$ cat src/rtl/cpu_pkg.sv
// rtl/cpu_pkg.sv - shared opcode/state types, flag indices and instruction field helpers for cpu_core
package cpu_pkg;

    typedef enum logic [3:0] {
        OP_NOP  = 4'd0,
        OP_ADD  = 4'd1,
        OP_SUB  = 4'd2,
        OP_AND  = 4'd3,
        OP_OR   = 4'd4,
        OP_XOR  = 4'd5,
        OP_NOT  = 4'd6,
        OP_LDI  = 4'd7,
        OP_ADDI = 4'd8,
        OP_JMP  = 4'd9,
        OP_JZ   = 4'd10,
        OP_JC   = 4'd11,
        OP_OUT  = 4'd12,
        OP_SHL  = 4'd13,
        OP_SHR  = 4'd14,
        OP_HALT = 4'd15
    } opcode_e;

    typedef enum logic [2:0] {
        FETCH,
        DECODE,
        EXEC,
        OUT_WAIT,
        HALT
    } state_e;

    localparam int FLAG_Z = 0;
    localparam int FLAG_C = 1;

    // Field helpers work on a zero-extended word so one set serves every parametrisation
    localparam int MAX_INSTR_W = 64;
    typedef logic [MAX_INSTR_W-1:0] instr_word_t;

    function automatic opcode_e instr_op(input instr_word_t w, input int instr_w);
        return opcode_e'(w[instr_w-4 +: 4]);
    endfunction

    function automatic instr_word_t instr_rd(input instr_word_t w, input int ra_w, input int data_w);
        return (w >> (data_w + ra_w)) & ((instr_word_t'(1) << ra_w) - instr_word_t'(1));
    endfunction

    function automatic instr_word_t instr_rs(input instr_word_t w, input int ra_w, input int data_w);
        return (w >> data_w) & ((instr_word_t'(1) << ra_w) - instr_word_t'(1));
    endfunction

    function automatic instr_word_t instr_imm(input instr_word_t w, input int data_w);
        return w & ((instr_word_t'(1) << data_w) - instr_word_t'(1));
    endfunction

    function automatic logic writes_rd(input opcode_e op);
        return op inside {OP_ADD, OP_SUB, OP_AND, OP_OR, OP_XOR, OP_NOT,
                          OP_LDI, OP_ADDI, OP_SHL, OP_SHR};
    endfunction

endpackage

$ cat src/rtl/cpu_if.sv
// rtl/cpu_if.sv - instruction fetch, result handshake and status bundle of cpu_core
interface cpu_if #(
    parameter int DATA_W  = 8,
    parameter int PC_W    = 8,
    parameter int INSTR_W = 16
);
    logic               en;
    logic [PC_W-1:0]    imem_addr;
    logic [INSTR_W-1:0] imem_rdata;
    logic [DATA_W-1:0]  data_out;
    logic               out_valid;
    logic               out_ready;
    logic [1:0]         flags;
    logic               halted;

    modport master (
        input  en, imem_rdata, out_ready,
        output imem_addr, data_out, out_valid, flags, halted
    );

    modport slave (
        output en, imem_rdata, out_ready,
        input  imem_addr, data_out, out_valid, flags, halted
    );
endinterface

$ cat src/rtl/alu_core.sv
// rtl/alu_core.sv - combinational ALU: opcode and operands to result, carry and zero
module alu_core
    import cpu_pkg::*;
#(
    parameter int DATA_W = 8
) (
    input  opcode_e           op,
    input  logic [DATA_W-1:0] a,
    input  logic [DATA_W-1:0] b,
    output logic [DATA_W-1:0] result,
    output logic              carry,
    output logic              zero
);
    logic [DATA_W:0] wide;

    always_comb begin
        wide   = '0;
        result = '0;
        carry  = 1'b0;
        case (op)
            OP_ADD, OP_ADDI: begin
                wide   = {1'b0, a} + {1'b0, b};
                result = wide[DATA_W-1:0];
                carry  = wide[DATA_W];
            end
            // The extra top bit of the difference is the unsigned borrow
            OP_SUB: begin
                wide   = {1'b0, a} - {1'b0, b};
                result = wide[DATA_W-1:0];
                carry  = wide[DATA_W];
            end
            OP_AND: result = a & b;
            OP_OR:  result = a | b;
            OP_XOR: result = a ^ b;
            OP_NOT: result = ~b;
            OP_LDI: result = b;
            OP_SHL: begin
                result = {a[DATA_W-2:0], 1'b0};
                carry  = a[DATA_W-1];
            end
            OP_SHR: begin
                result = {1'b0, a[DATA_W-1:1]};
                carry  = a[0];
            end
            default: ;
        endcase
        zero = (result == '0);
    end
endmodule

$ cat src/rtl/cpu_core.sv
// rtl/cpu_core.sv - multi-cycle FETCH/DECODE/EXEC core with register file, flags, PC and OUT handshake
module cpu_core
    import cpu_pkg::*;
#(
    parameter  int DATA_W  = 8,
    parameter  int REG_CNT = 4,
    parameter  int PC_W    = 8,
    localparam int RA_W    = $clog2(REG_CNT),
    localparam int INSTR_W = 4 + 2 * RA_W + DATA_W
) (
    input  logic  clk,
    input  logic  rst,
    cpu_if.master bus
);
    state_e             state_q, state_d;
    logic [PC_W-1:0]    pc_q, pc_d;
    logic [INSTR_W-1:0] ir_q, ir_d;
    logic [DATA_W-1:0]  regs_q [REG_CNT];
    logic [DATA_W-1:0]  regs_d [REG_CNT];
    logic [1:0]         flags_q, flags_d;
    logic [DATA_W-1:0]  data_out_q, data_out_d;
    logic               out_valid_q, out_valid_d;
    logic               halted_q, halted_d;

    instr_word_t       ir_ext;
    opcode_e           op;
    logic [RA_W-1:0]   rd, rs;
    logic [DATA_W-1:0] imm, alu_b, alu_result;
    logic              alu_carry, alu_zero;
    logic [PC_W-1:0]   target;

    assign ir_ext = instr_word_t'(ir_q);
    assign op     = instr_op(ir_ext, INSTR_W);
    assign rd     = RA_W'(instr_rd(ir_ext, RA_W, DATA_W));
    assign rs     = RA_W'(instr_rs(ir_ext, RA_W, DATA_W));
    assign imm    = DATA_W'(instr_imm(ir_ext, DATA_W));
    assign target = imm[PC_W-1:0];
    assign alu_b  = (op == OP_LDI || op == OP_ADDI) ? imm : regs_q[rs];

    alu_core #(.DATA_W(DATA_W)) u_alu (
        .op     (op),
        .a      (regs_q[rd]),
        .b      (alu_b),
        .result (alu_result),
        .carry  (alu_carry),
        .zero   (alu_zero)
    );

    always_comb begin
        state_d     = state_q;
        pc_d        = pc_q;
        ir_d        = ir_q;
        regs_d      = regs_q;
        flags_d     = flags_q;
        data_out_d  = data_out_q;
        out_valid_d = out_valid_q;
        halted_d    = halted_q;
        // With en low nothing moves, including a pending handshake
        if (bus.en) begin
            if (out_valid_q && bus.out_ready) out_valid_d = 1'b0;
            case (state_q)
                FETCH:  state_d = DECODE;
                DECODE: begin
                    ir_d    = bus.imem_rdata;
                    state_d = EXEC;
                end
                EXEC: begin
                    state_d = FETCH;
                    pc_d    = pc_q + PC_W'(1);
                    if (writes_rd(op)) begin
                        regs_d[rd]      = alu_result;
                        flags_d[FLAG_Z] = alu_zero;
                        if (op != OP_LDI) flags_d[FLAG_C] = alu_carry;
                    end
                    case (op)
                        OP_JMP: pc_d = target;
                        OP_JZ:  if (flags_q[FLAG_Z]) pc_d = target;
                        OP_JC:  if (flags_q[FLAG_C]) pc_d = target;
                        OP_OUT: begin
                            data_out_d  = regs_q[rd];
                            out_valid_d = 1'b1;
                            if (!bus.out_ready) state_d = OUT_WAIT;
                        end
                        OP_HALT: begin
                            pc_d     = pc_q;
                            halted_d = 1'b1;
                            state_d  = HALT;
                        end
                        default: ;
                    endcase
                end
                OUT_WAIT: if (bus.out_ready) state_d = FETCH;
                HALT:     ;
                default:  state_d = FETCH;
            endcase
        end
    end

    always_ff @(posedge clk or negedge rst) begin
        if (!rst) begin
            state_q     <= FETCH;
            pc_q        <= '0;
            ir_q        <= '0;
            flags_q     <= '0;
            data_out_q  <= '0;
            out_valid_q <= 1'b0;
            halted_q    <= 1'b0;
            for (int i = 0; i < REG_CNT; i++) regs_q[i] <= '0;
        end else begin
            state_q     <= state_d;
            pc_q        <= pc_d;
            ir_q        <= ir_d;
            flags_q     <= flags_d;
            data_out_q  <= data_out_d;
            out_valid_q <= out_valid_d;
            halted_q    <= halted_d;
            regs_q      <= regs_d;
        end
    end

    assign bus.imem_addr = pc_q;
    assign bus.data_out  = data_out_q;
    assign bus.out_valid = out_valid_q;
    assign bus.flags     = flags_q;
    assign bus.halted    = halted_q;
endmodule

$ cat src/flat_wrapper.sv
// flat-port wrapper written by rule: the top's interface ports become plain ports
module cpu_core_flat import cpu_pkg::*;
#(
    parameter  int DATA_W  = 8,
    parameter  int REG_CNT = 4,
    parameter  int PC_W    = 8,
    localparam int RA_W    = $clog2(REG_CNT),
    localparam int INSTR_W = 4 + 2 * RA_W + DATA_W
)
  (clk, rst, bus_en, bus_imem_rdata, bus_out_ready, bus_imem_addr, bus_data_out, bus_out_valid, bus_flags, bus_halted);
  cpu_if #(.DATA_W(DATA_W), .PC_W(PC_W), .INSTR_W(16)) bus_i ();
  input  logic clk;
  input  logic rst;
  input wire logic [$bits(bus_i.en)-1:0] bus_en;
  input wire logic [$bits(bus_i.imem_rdata)-1:0] bus_imem_rdata;
  input wire logic [$bits(bus_i.out_ready)-1:0] bus_out_ready;
  output wire logic [$bits(bus_i.imem_addr)-1:0] bus_imem_addr;
  output wire logic [$bits(bus_i.data_out)-1:0] bus_data_out;
  output wire logic [$bits(bus_i.out_valid)-1:0] bus_out_valid;
  output wire logic [$bits(bus_i.flags)-1:0] bus_flags;
  output wire logic [$bits(bus_i.halted)-1:0] bus_halted;
  assign bus_i.en = bus_en;
  assign bus_i.imem_rdata = bus_imem_rdata;
  assign bus_i.out_ready = bus_out_ready;
  assign bus_imem_addr = bus_i.imem_addr;
  assign bus_data_out = bus_i.data_out;
  assign bus_out_valid = bus_i.out_valid;
  assign bus_flags = bus_i.flags;
  assign bus_halted = bus_i.halted;
  cpu_core #(.DATA_W(DATA_W), .REG_CNT(REG_CNT), .PC_W(PC_W)) u_core (.clk(clk), .rst(rst), .bus(bus_i));
endmodule
$ cat config.mk
export PLATFORM = sky130hd
export DESIGN_NAME = cpu_core_flat
export DESIGN_NICKNAME = d
export VERILOG_FILES = /design/src/rtl/cpu_pkg.sv /design/src/rtl/cpu_if.sv /design/src/rtl/alu_core.sv /design/src/rtl/cpu_core.sv /design/src/flat_wrapper.sv
export SDC_FILE = /design/constraint.sdc
export NUM_CORES = 1
export LEC_CHECK = 0
export BUFFER_PORTS_ARGS = -buffer_cell sky130_fd_sc_hd__buf_2
export CORE_ASPECT_RATIO = 1.5
export CORE_MARGIN = 2
export CORE_UTILIZATION = 44
export CTS_CLUSTER_DIAMETER = 100
export CTS_CLUSTER_SIZE = 16
export DETAILED_ROUTE_END_ITERATION = 10
export PLACE_DENSITY_LB_ADDON = 0.1
export SLEW_MARGIN = 10
export SYNTH_ARGS = -nofsm -noshare
export SYNTH_HDL_FRONTEND = slang
export SYNTH_SLANG_ARGS = --single-unit
$ cat constraint.sdc
create_clock -name clk -period 10.5 [get_ports clk]
set_input_delay 2.1 -clock clk [delete_from_list [all_inputs] [get_ports clk]]
set_output_delay 2.1 -clock clk [all_outputs]
set_load 0.1 [all_outputs]
==> results of run 1 <==
[state kept, by name (all words and copies together), names as in the netlist]
register	flops
u_core.bus.data_out	8
u_core.bus.flags	2
u_core.bus.halted	1
u_core.bus.imem_addr	8
u_core.bus.out_valid	1
u_core.ir_q	16
u_core.regs_q	32
u_core.state_q	3
[stage by stage]
stage	setup WS [ps]	std cells	hold WS (ps)	area, µm²
after floorplan	6590	504	458	4950
after global placement	6140	666	444	5240
after detailed placement	6030	666	444	5240
after CTS	6010	682	462	5600
after global routing	5660	682	476	5600
final	5980	682	463	5600
[metal layers]
metal	GRT usage [%]	routed length (µm)
met1	27.8	5620
met2	43.0	7300
met5	0	0
met4	12.7	622
met3	4.16	557
[layout make-up]
cell class / count / area, µm² / share of cell area (%)
flip-flops and latches: 71 / 1780 / 31.8
clock inverters: 7 / 128 / 2.28
repair buffers: 45 / 240 / 4.29
clock buffers: 9 / 225 / 4.03
well taps: 147 / 184 / 3.29
inverters: 26 / 97.6 / 1.74
multi-input cells: 377 / 2940 / 52.6
[cells in the final DEF, fill, tap and decap left out, types with 5 or more instances in the layout]
cell type and n:
mux2_2 41, nor2b_1 7, clkbuf_16 9, o22ai_1 6, o21ai_0 40, mux4_2 13
nor3_1 12, buf_4 6, a21oi_1 22, nand2_1 47, inv_1 26, buf_2 39
nor2_1 32, a21o_1 5, ha_1 25, mux2i_1 10, and3_1 6, dfrtp_1 71
or2_2 5, nand2b_1 7, xnor2_1 9, nand3_1 10
[kinds of logic (layout without fill, tap and decap cells)]
family                   after synthesis  after routing  synth area share, %
multiplexers                          67             67                 18.8
XOR/XNOR                              10             10                 1.77
adder cells (fa/ha/maj)               27             27                 7.12
AO/OA/AOI/OAI                        115            115                 15.1
buffers and inverters                 56             87                 4.72
AND/OR/NAND/NOR                      158            158                 16.6
flip-flops                            71             71                 35.9
[worst max-delay path, delay by kind of cell (launching register included)]
family                     cells  cell delay [ps]
muxes                          2              980
adders and majority gates      1              360
AOI/OAI and AO/OA              2              380
DFF                            1              720
and+or+nand+nor                6             2000
[worst paths after layout]
path | from | slack, ps | end | cells after the start
worst max-delay path | u_core.ir_q[12]$_DFFE_PN0P_ | 5980 | u_core.bus.flags[0]$_DFFE_PN0P_ | 11
worst min-delay path | u_core.bus.halted$_DFFE_PN0P_ | 460 | u_core.bus.halted$_DFFE_PN0P_ | 1
worst max register to register | u_core.ir_q[12]$_DFFE_PN0P_ | 5980 | u_core.bus.flags[0]$_DFFE_PN0P_ | 11
worst min register to register | u_core.bus.halted$_DFFE_PN0P_ | 460 | u_core.bus.halted$_DFFE_PN0P_ | 1
max in group asynchronous | rst | 7910 | u_core.regs_q[2]$_DFFE_PN0P_ | 2
min in group asynchronous | rst | 1940 | u_core.bus.data_out[4]$_DFFE_PN0P_ | 2
==> impl_metrics.json, run 1 <==
{
  "status": "finished clean",
  "cts_tree": "yes",
  "hpwl_um": 10600,
  "hold_violations": 0,
  "die_h_um": 134,
  "netlist_instances": 504,
  "vias": 4062,
  "maxCapViolCount": 0,
  "clkTransAtPathRegs_ps": 60,
  "path_cells": "or4b_4, nand2_2, mux2i_1, fa_1, nor2b_1, o22ai_1, mux2_2, nor4_2, nor3b_1, nand4_1, o31ai_2",
  "routedWlPerCell_um": 20.7,
  "synth_top_cell_by_area": "dfrtp_1",
  "routed_wl_um": 14100,
  "synth.cell_area_um2": 4950,
  "postLayoutCoreUtil_pct": 50.9,
  "cts_inserted_buffers": 9,
  "crit_type": "reg -> reg",
  "htreeDepth": 3,
  "async_flop_share_pct": 100,
  "ctsResizeCount": 0,
  "numClockSinks": 71,
  "clock_latency_ps": 350,
  "cp_max_fo": 29,
  "clock-root-buffer": "clkbuf_16",
  "ys_top_cells_by_count": "dfrtp_1, nand2_1, mux2_2, o21ai_0, nor2_1",
  "fmax_mhz": 221,
  "clock_skew_ps": 8.20,
  "synth_edf_count": 0,
  "netlist.area_leader.share_pct": 35.9,
  "yosysSeqAreaShare_pct": 35.9,
  "drive_gt1_share_pct": 24.5,
  "synth_area_per_cell_um2": 9.83,
  "timing.setup.tns_ps": 0,
  "antenna_found_initial": 0,
  "synth_seq_cells": 71,
  "synthTopCellsByArea": "dfrtp_1, mux2_2, ha_1",
  "start_util_pct": 45.1,
  "cts_buffer_depth": 2,
  "relSlewSlack_pct": 21.9,
  "area_delta_synth_final_pct": 12.9,
  "postRouteAntennaNets": 0,
  "slowest_stage": "dfrtp_1",
  "cp.arrival_ps": 4780,
  "finalMaxSlewViolations": 0,
  "startpoint_type": "register",
  "period_share_pct": 43.1,
  "n_antenna_cell": 0,
  "yosysMostFrequentCell": "dfrtp_1",
  "io_pins": 40,
  "grt_pass1_wl_um": 22600,
  "end_kind": "register",
  "grt_start_max_net_pins": 72,
  "tightest_slew_ps": 1160,
  "first_pass_iters": 5,
  "synth_ff_type": "dfrtp_1",
  "fp.coreArea_um2": 11000,
  "cts_hold_buf": 0,
  "cts_setup_buffers": 0,
  "fin_nets": 577,
  "hold_class": "reg -> reg",
  "grt_overflow": 0,
  "fin_crit_ps": 4520,
  "rsz0062_at_grt": "false",
  "first_iter_violations": 289,
  "gp_congestion": 0.921,
  "groute.usage.overall_pct": 24.3,
  "die_area_um2": 12100,
  "io_buffer_count": 39,
  "syn-num-nets": 551,
  "critPathMaxStageDelay_ps": 720,
  "synth.distinct_cells": 60,
  "cp.required_ps": 10750,
  "yosysWarnings": 0,
  "num_rows": 47,
  "drc_errors": 0,
  "grt_pass1_vias": 4142,
  "setup_viol": 0,
  "viasPerCell": 5.96,
  "die_w_um": 90.6,
  "nFillCells": 1029
}
Power of run 1 is not shown: default switching activity piles up to over one toggle a cycle in this logic, so the estimate is an artifact.
==> inputs of run 2 (changes only) <==
==> constraint.sdc (replaced) <==
create_clock -name clk -period 4.5 [get_ports clk]
set_input_delay 0.9 -clock clk [delete_from_list [all_inputs] [get_ports clk]]
set_output_delay 0.9 -clock clk [all_outputs]
set_load 0.1 [all_outputs]
==> run 2 against run 1 <==
Compared with the run above: first-iteration DRC count is 17% higher; via count grew 0.91%; sequential share of layout area barely moved; non-clock buffer count is 4 higher; die area is the same; wire length shrank 0.42%; register-to-register slack worse by 5500 ps; worst setup slack worse by 5500 ps; maximum frequency grew 12%; clock skew is 2.5 ps higher; global-route usage decreased by 0.65 points; largest cell class unchanged.
==> impl_metrics.json, run 2 (synthesis results as in run 1) <==
{
  "grt_pass1_vias": 4013,
  "placement.cell_area_um2": 5270,
  "end_kind": "register",
  "cts_setup_buffers": 0,
  "cp_max_fo": 9,
  "cts_inserted_buffers": 9,
  "first_iter_violations": 337,
  "tightest_slew_ps": 1130,
  "grt_start_max_net_pins": 33,
  "antenna_found_initial": 0,
  "die_h_um": 134,
  "cp.arrival_ps": 4310,
  "final_common_cell": "dfrtp_1",
  "rsz0062_at_grt": "false",
  "crit_buf_inv": 2,
  "period_share_pct": 90.1,
  "finalMaxSlewViolations": 0,
  "clock_skew_ps": 10.7,
  "die_w_um": 90.6,
  "cts_tree": "yes",
  "cp_top_family": "simple AND/OR/NAND/NOR gates",
  "vias": 4099,
  "clock-root-buffer": "clkbuf_16",
  "numClockSinks": 71,
  "maxCapViolCount": 0,
  "largest_register_ffs": 32,
  "gp_congestion": 0.948,
  "relSlewSlack_pct": 24.1,
  "postRouteAntennaNets": 0,
  "die_area_um2": 12100,
  "hold_violations": 0,
  "nFillCells": 1054,
  "startpoint_type": "register",
  "fin_nets": 581,
  "drive_gt1_share_pct": 25.0,
  "top_regs": "u_core.regs_q x32, u_core.ir_q x16",
  "final_cell_mix": "dfrtp_1, nand2_1, mux2_2",
  "first_pass_iters": 5,
  "fp.coreArea_um2": 11000,
  "num_rows": 47,
  "viasPerCell": 5.98,
  "ctsResizeCount": 0,
  "io_buffer_count": 39,
  "fmax_mhz": 247,
  "cp.required_ps": 4750,
  "largest-register": "u_core.regs_q",
  "cts_buffer_depth": 2,
  "grt_overflow": 0,
  "drc_errors": 0,
  "fin_crit_ps": 4060,
  "hpwl_um": 10700,
  "critPathMostFrequentCell": "inv_1",
  "routed_wl_um": 14000,
  "clkTransAtPathRegs_ps": 60,
  "path_cells": "or4b_4, nand2_2, mux2i_1, inv_1, ha_1, inv_1, fa_1, nor2b_1, o22ai_1, mux2_2, nor4_2, nor3b_1, nand4_1, o31ai_2",
  "io_pins": 40,
  "cts_hold_buf": 0,
  "n_antenna_cell": 0,
  "register_area_um2": 1780,
  "final_area_um2": 5600,
  "groute.usage.overall_pct": 23.6,
  "routedWlPerCell_um": 20.5,
  "area_delta_synth_final_pct": 13.1,
  "multiInputGateArea_um2": 2940,
  "status": "finished clean",
  "clock_latency_ps": 350,
  "critPathMaxStageDelay_ps": 550,
  "place_ws_ps": 475,
  "crit_type": "reg -> reg",
  "start_util_pct": 45.1,
  "grt_pass1_wl_um": 22200,
  "slowest_stage": "or4b_4",
  "htreeDepth": 3,
  "timing.setup.tns_ps": 0,
  "setup_viol": 0,
  "hold_class": "reg -> reg",
  "timing.final.ws_setup_ps": 444
}
run 2: layer usage:
metal,up-vias,share of wire (%),GRT usage [%]
met4,0,4.3,11.5
met2,136,51,41.1
met5,-,0,0
li1,1900,-,-
met1,2024,41,28.9
met3,39,4.0,2.87
run 2: area by class of cell:
| class | count | area share (%) |
|---|---|---|
| tap | 147 | 3.28 |
| timing repair buffer | 49 | 4.82 |
| multi-input combinational | 377 | 52.5 |
| inverter | 26 | 1.74 |
| clock buffer | 11 | 4.51 |
| sequential | 71 | 31.7 |
| clock inverter | 5 | 1.41 |
run 2: per-stage QoR:
| stage | util (%) | instances | hold WS [ps] |
|---|---|---|---|
| after floorplan | - | 504 | 458 |
| after global routing | 51.0 | 686 | 465 |
| after CTS | 51.0 | 686 | 456 |
| after detailed placement | 47.9 | 670 | 445 |
| after global placement | 47.9 | 670 | 445 |
| final | 51.0 | 686 | 453 |
run 2: worst register-to-register path, stage by stage, from the launching register on:
cell,delay (ps)
dfrtp_1,470
or4b_4,550
nand2_2,230
mux2i_1,330
inv_1,100
ha_1,230
inv_1,80
fa_1,220
nor2b_1,80
o22ai_1,170
mux2_2,370
nor4_2,550
nor3b_1,250
nand4_1,140
o31ai_2,200
run 2: worst paths after layout:
path                                                    start                            endpoint  slack (ps)  cells past startpoint
worst max-delay path              u_core.ir_q[15]$_DFFE_PN0P_     u_core.bus.flags[0]$_DFFE_PN0P_         440                     14
worst min-delay path            u_core.bus.halted$_DFFE_PN0P_       u_core.bus.halted$_DFFE_PN0P_         450                      1
worst max register to register    u_core.ir_q[15]$_DFFE_PN0P_     u_core.bus.flags[0]$_DFFE_PN0P_         440                     14
worst min register to register  u_core.bus.halted$_DFFE_PN0P_       u_core.bus.halted$_DFFE_PN0P_         450                      1
max in group asynchronous                                 rst         u_core.ir_q[12]$_DFFE_PN0P_        3260                      2
min in group asynchronous                                 rst  u_core.bus.data_out[6]$_DFFE_PN0P_         490                      1
Power of run 2 is left out for the same reason.
==> inputs of run 3 (changes only) <==
--- a/config.mk
+++ b/config.mk
@@ -7,12 +7,12 @@
 export LEC_CHECK = 0
 export BUFFER_PORTS_ARGS = -buffer_cell sky130_fd_sc_hd__buf_2
 export CORE_ASPECT_RATIO = 1.5
-export CORE_MARGIN = 2
+export CORE_MARGIN = 8
 export CORE_UTILIZATION = 44
 export CTS_CLUSTER_DIAMETER = 100
 export CTS_CLUSTER_SIZE = 16
 export DETAILED_ROUTE_END_ITERATION = 10
-export PLACE_DENSITY_LB_ADDON = 0.1
+export PLACE_DENSITY = 0.72
 export SLEW_MARGIN = 10
 export SYNTH_ARGS = -nofsm -noshare
 export SYNTH_HDL_FRONTEND = slang
==> constraint.sdc (replaced) <==
create_clock -name clk -period 4.5 [get_ports clk]
set_input_delay 1.35 -clock clk [delete_from_list [all_inputs] [get_ports clk]]
set_output_delay 1.35 -clock clk [all_outputs]
set_load 0.1 [all_outputs]
==> run 3 against run 2 <==
Compared with the run above: worst hold slack got worse by 5.0 ps; sequential cell count stayed put; global-route usage shrank 4.1 points; critical path type unchanged; utilization decreased by 0.66 points; first-iteration DRC count is 20% lower; via count is 0.39% lower; critical path depth shrank 2; maximum frequency grew 0.19%.
==> impl_metrics.json, run 3 (synthesis results as in run 1) <==
{
  "routedWlPerCell_um": 20.7,
  "clock_skew_ps": 8.77,
  "cts_inserted_buffers": 9,
  "viasPerCell": 5.98,
  "r2r_cells": 12,
  "maxCapViolCount": 0,
  "n_antenna_cell": 0,
  "critPathMaxStageDelay_ps": 650,
  "clock_latency_ps": 340,
  "crit_type": "reg -> reg",
  "cts_buffer_depth": 2,
  "clkTransAtPathRegs_ps": 60,
  "cp.required_ps": 4750,
  "die_h_um": 146,
  "vias": 4083,
  "largest-register": "u_core.regs_q",
  "die_area_um2": 15000,
  "start_util_pct": 45.1,
  "end_kind": "register",
  "cts_setup_buffers": 0,
  "cp_max_fo": 9,
  "cts_hold_buf": 0,
  "htreeDepth": 3,
  "drc_errors": 0,
  "hold_class": "reg -> reg",
  "largest_register_ffs": 32,
  "finalMaxSlewViolations": 0,
  "grt_pass1_wl_um": 22200,
  "area_delta_synth_final_pct": 11.6,
  "routed_wl_um": 14100,
  "first_iter_violations": 268,
  "grt_overflow": 0,
  "rsz0062_at_grt": "false",
  "hpwl_um": 10800,
  "slowest_stage": "dfrtp_1",
  "setup_viol": 0,
  "cts_tree": "yes",
  "hold_depth": 1,
  "grt_pass1_vias": 4143,
  "timing.setup.tns_ps": 0,
  "antenna_found_initial": 0,
  "numClockSinks": 71,
  "fp.coreArea_um2": 11000,
  "status": "finished clean",
  "fin_crit_ps": 4050,
  "final_common_cell": "dfrtp_1",
  "cp.arrival_ps": 4290,
  "ctsResizeCount": 0,
  "gp_congestion": 0.957,
  "period_share_pct": 90.0,
  "top_regs": "u_core.regs_q x32, u_core.ir_q x16",
  "startpoint_type": "register",
  "relSlewSlack_pct": 18.7,
  "grt_start_max_net_pins": 72,
  "first_pass_iters": 5,
  "fin_nets": 578,
  "clock-root-buffer": "clkbuf_16",
  "io_buffer_count": 39,
  "groute.usage.overall_pct": 19.5,
  "drive_gt1_share_pct": 24.6,
  "postRouteAntennaNets": 0,
  "fmax_mhz": 247,
  "path_cells": "mux4_2, and3_1, a21o_1, inv_1, ha_1, nor2b_1, o22ai_1, mux2_2, nor4_2, nor3b_1, nand4_1, o31ai_2",
  "final_cell_mix": "dfrtp_1, nand2_1, mux2_2",
  "io_pins": 40,
  "hold_violations": 0,
  "die_w_um": 103,
  "num_rows": 47,
  "tightest_slew_ps": 1210
}
-- run 3: changes by cell type in the layout (fill, tap and decap cells not counted) --
cell | before | now
buf_4 | 10 | 7
bufinv_16 | 2 | 0
clkinvlp_4 | 0 | 2
clkbuf_8 | 2 | 1
inv_6 | 1 | 2
-- run 3: path summary, 6_finish.rpt --
kind,endpoint,slack [ps],startpoint
max in group asynchronous,u_core.bus.flags[1]$_DFFE_PN0P_,2700,rst
max reg2reg,u_core.bus.flags[0]$_DFFE_PN0P_,450,u_core.ir_q[8]$_DFFE_PN0P_
min,u_core.bus.halted$_DFFE_PN0P_,450,u_core.bus.halted$_DFFE_PN0P_
min in group asynchronous,u_core.regs_q[6]$_DFFE_PN0P_,1220,rst
max,u_core.bus.flags[0]$_DFFE_PN0P_,450,u_core.ir_q[8]$_DFFE_PN0P_
min reg2reg,u_core.bus.halted$_DFFE_PN0P_,450,u_core.bus.halted$_DFFE_PN0P_
-- run 3: worst max-delay path: cells and delay by family (launching register included) --
family | cells | cell delay (ps)
multiplexers | 2 | 930
flip-flops | 1 | 650
buffers and inverters | 1 | 90
AO/OA/AOI/OAI | 3 | 560
adder cells (fa/ha/maj) | 1 | 340
AND/OR/NAND/NOR | 5 | 1370
-- run 3: area by class of cell --
type / count / area [µm²]
multi-input cells: 377 / 2940
repair buffers: 46 / 248
well taps: 147 / 184
clock inverters: 6 / 42.5
inverters: 26 / 97.6
fillers: 1035 / 5470
flip-flops and latches: 71 / 1780
clock buffers: 10 / 239
-- run 3: stage by stage --
| step | hold WS (ps) | utilization, % | cells | instance area (µm²) | setup slack [ps] |
|---|---|---|---|---|---|
| final | 448 | 50.3 | 683 | 5530 | 452 |
| after global routing | 482 | 50.3 | 683 | 5530 | 138 |
| after CTS | 453 | 50.3 | 683 | 5530 | 434 |
| after detailed placement | 443 | 47.7 | 667 | 5250 | 449 |
| after global placement | 447 | 47.7 | 667 | 5250 | 523 |
| after floorplan | 458 | - | 504 | 4950 | 1100 |
-- run 3: metal layers --
metal	GRT usage (%)	vias to the layer above	wire (µm)
met4	12.8	0	841
met3	4.12	56	529
met1	20.8	2014	5370
met5	0	-	0
li1	-	1890	-
met2	33.2	123	7380
Power of run 3 is left out for the same reason.
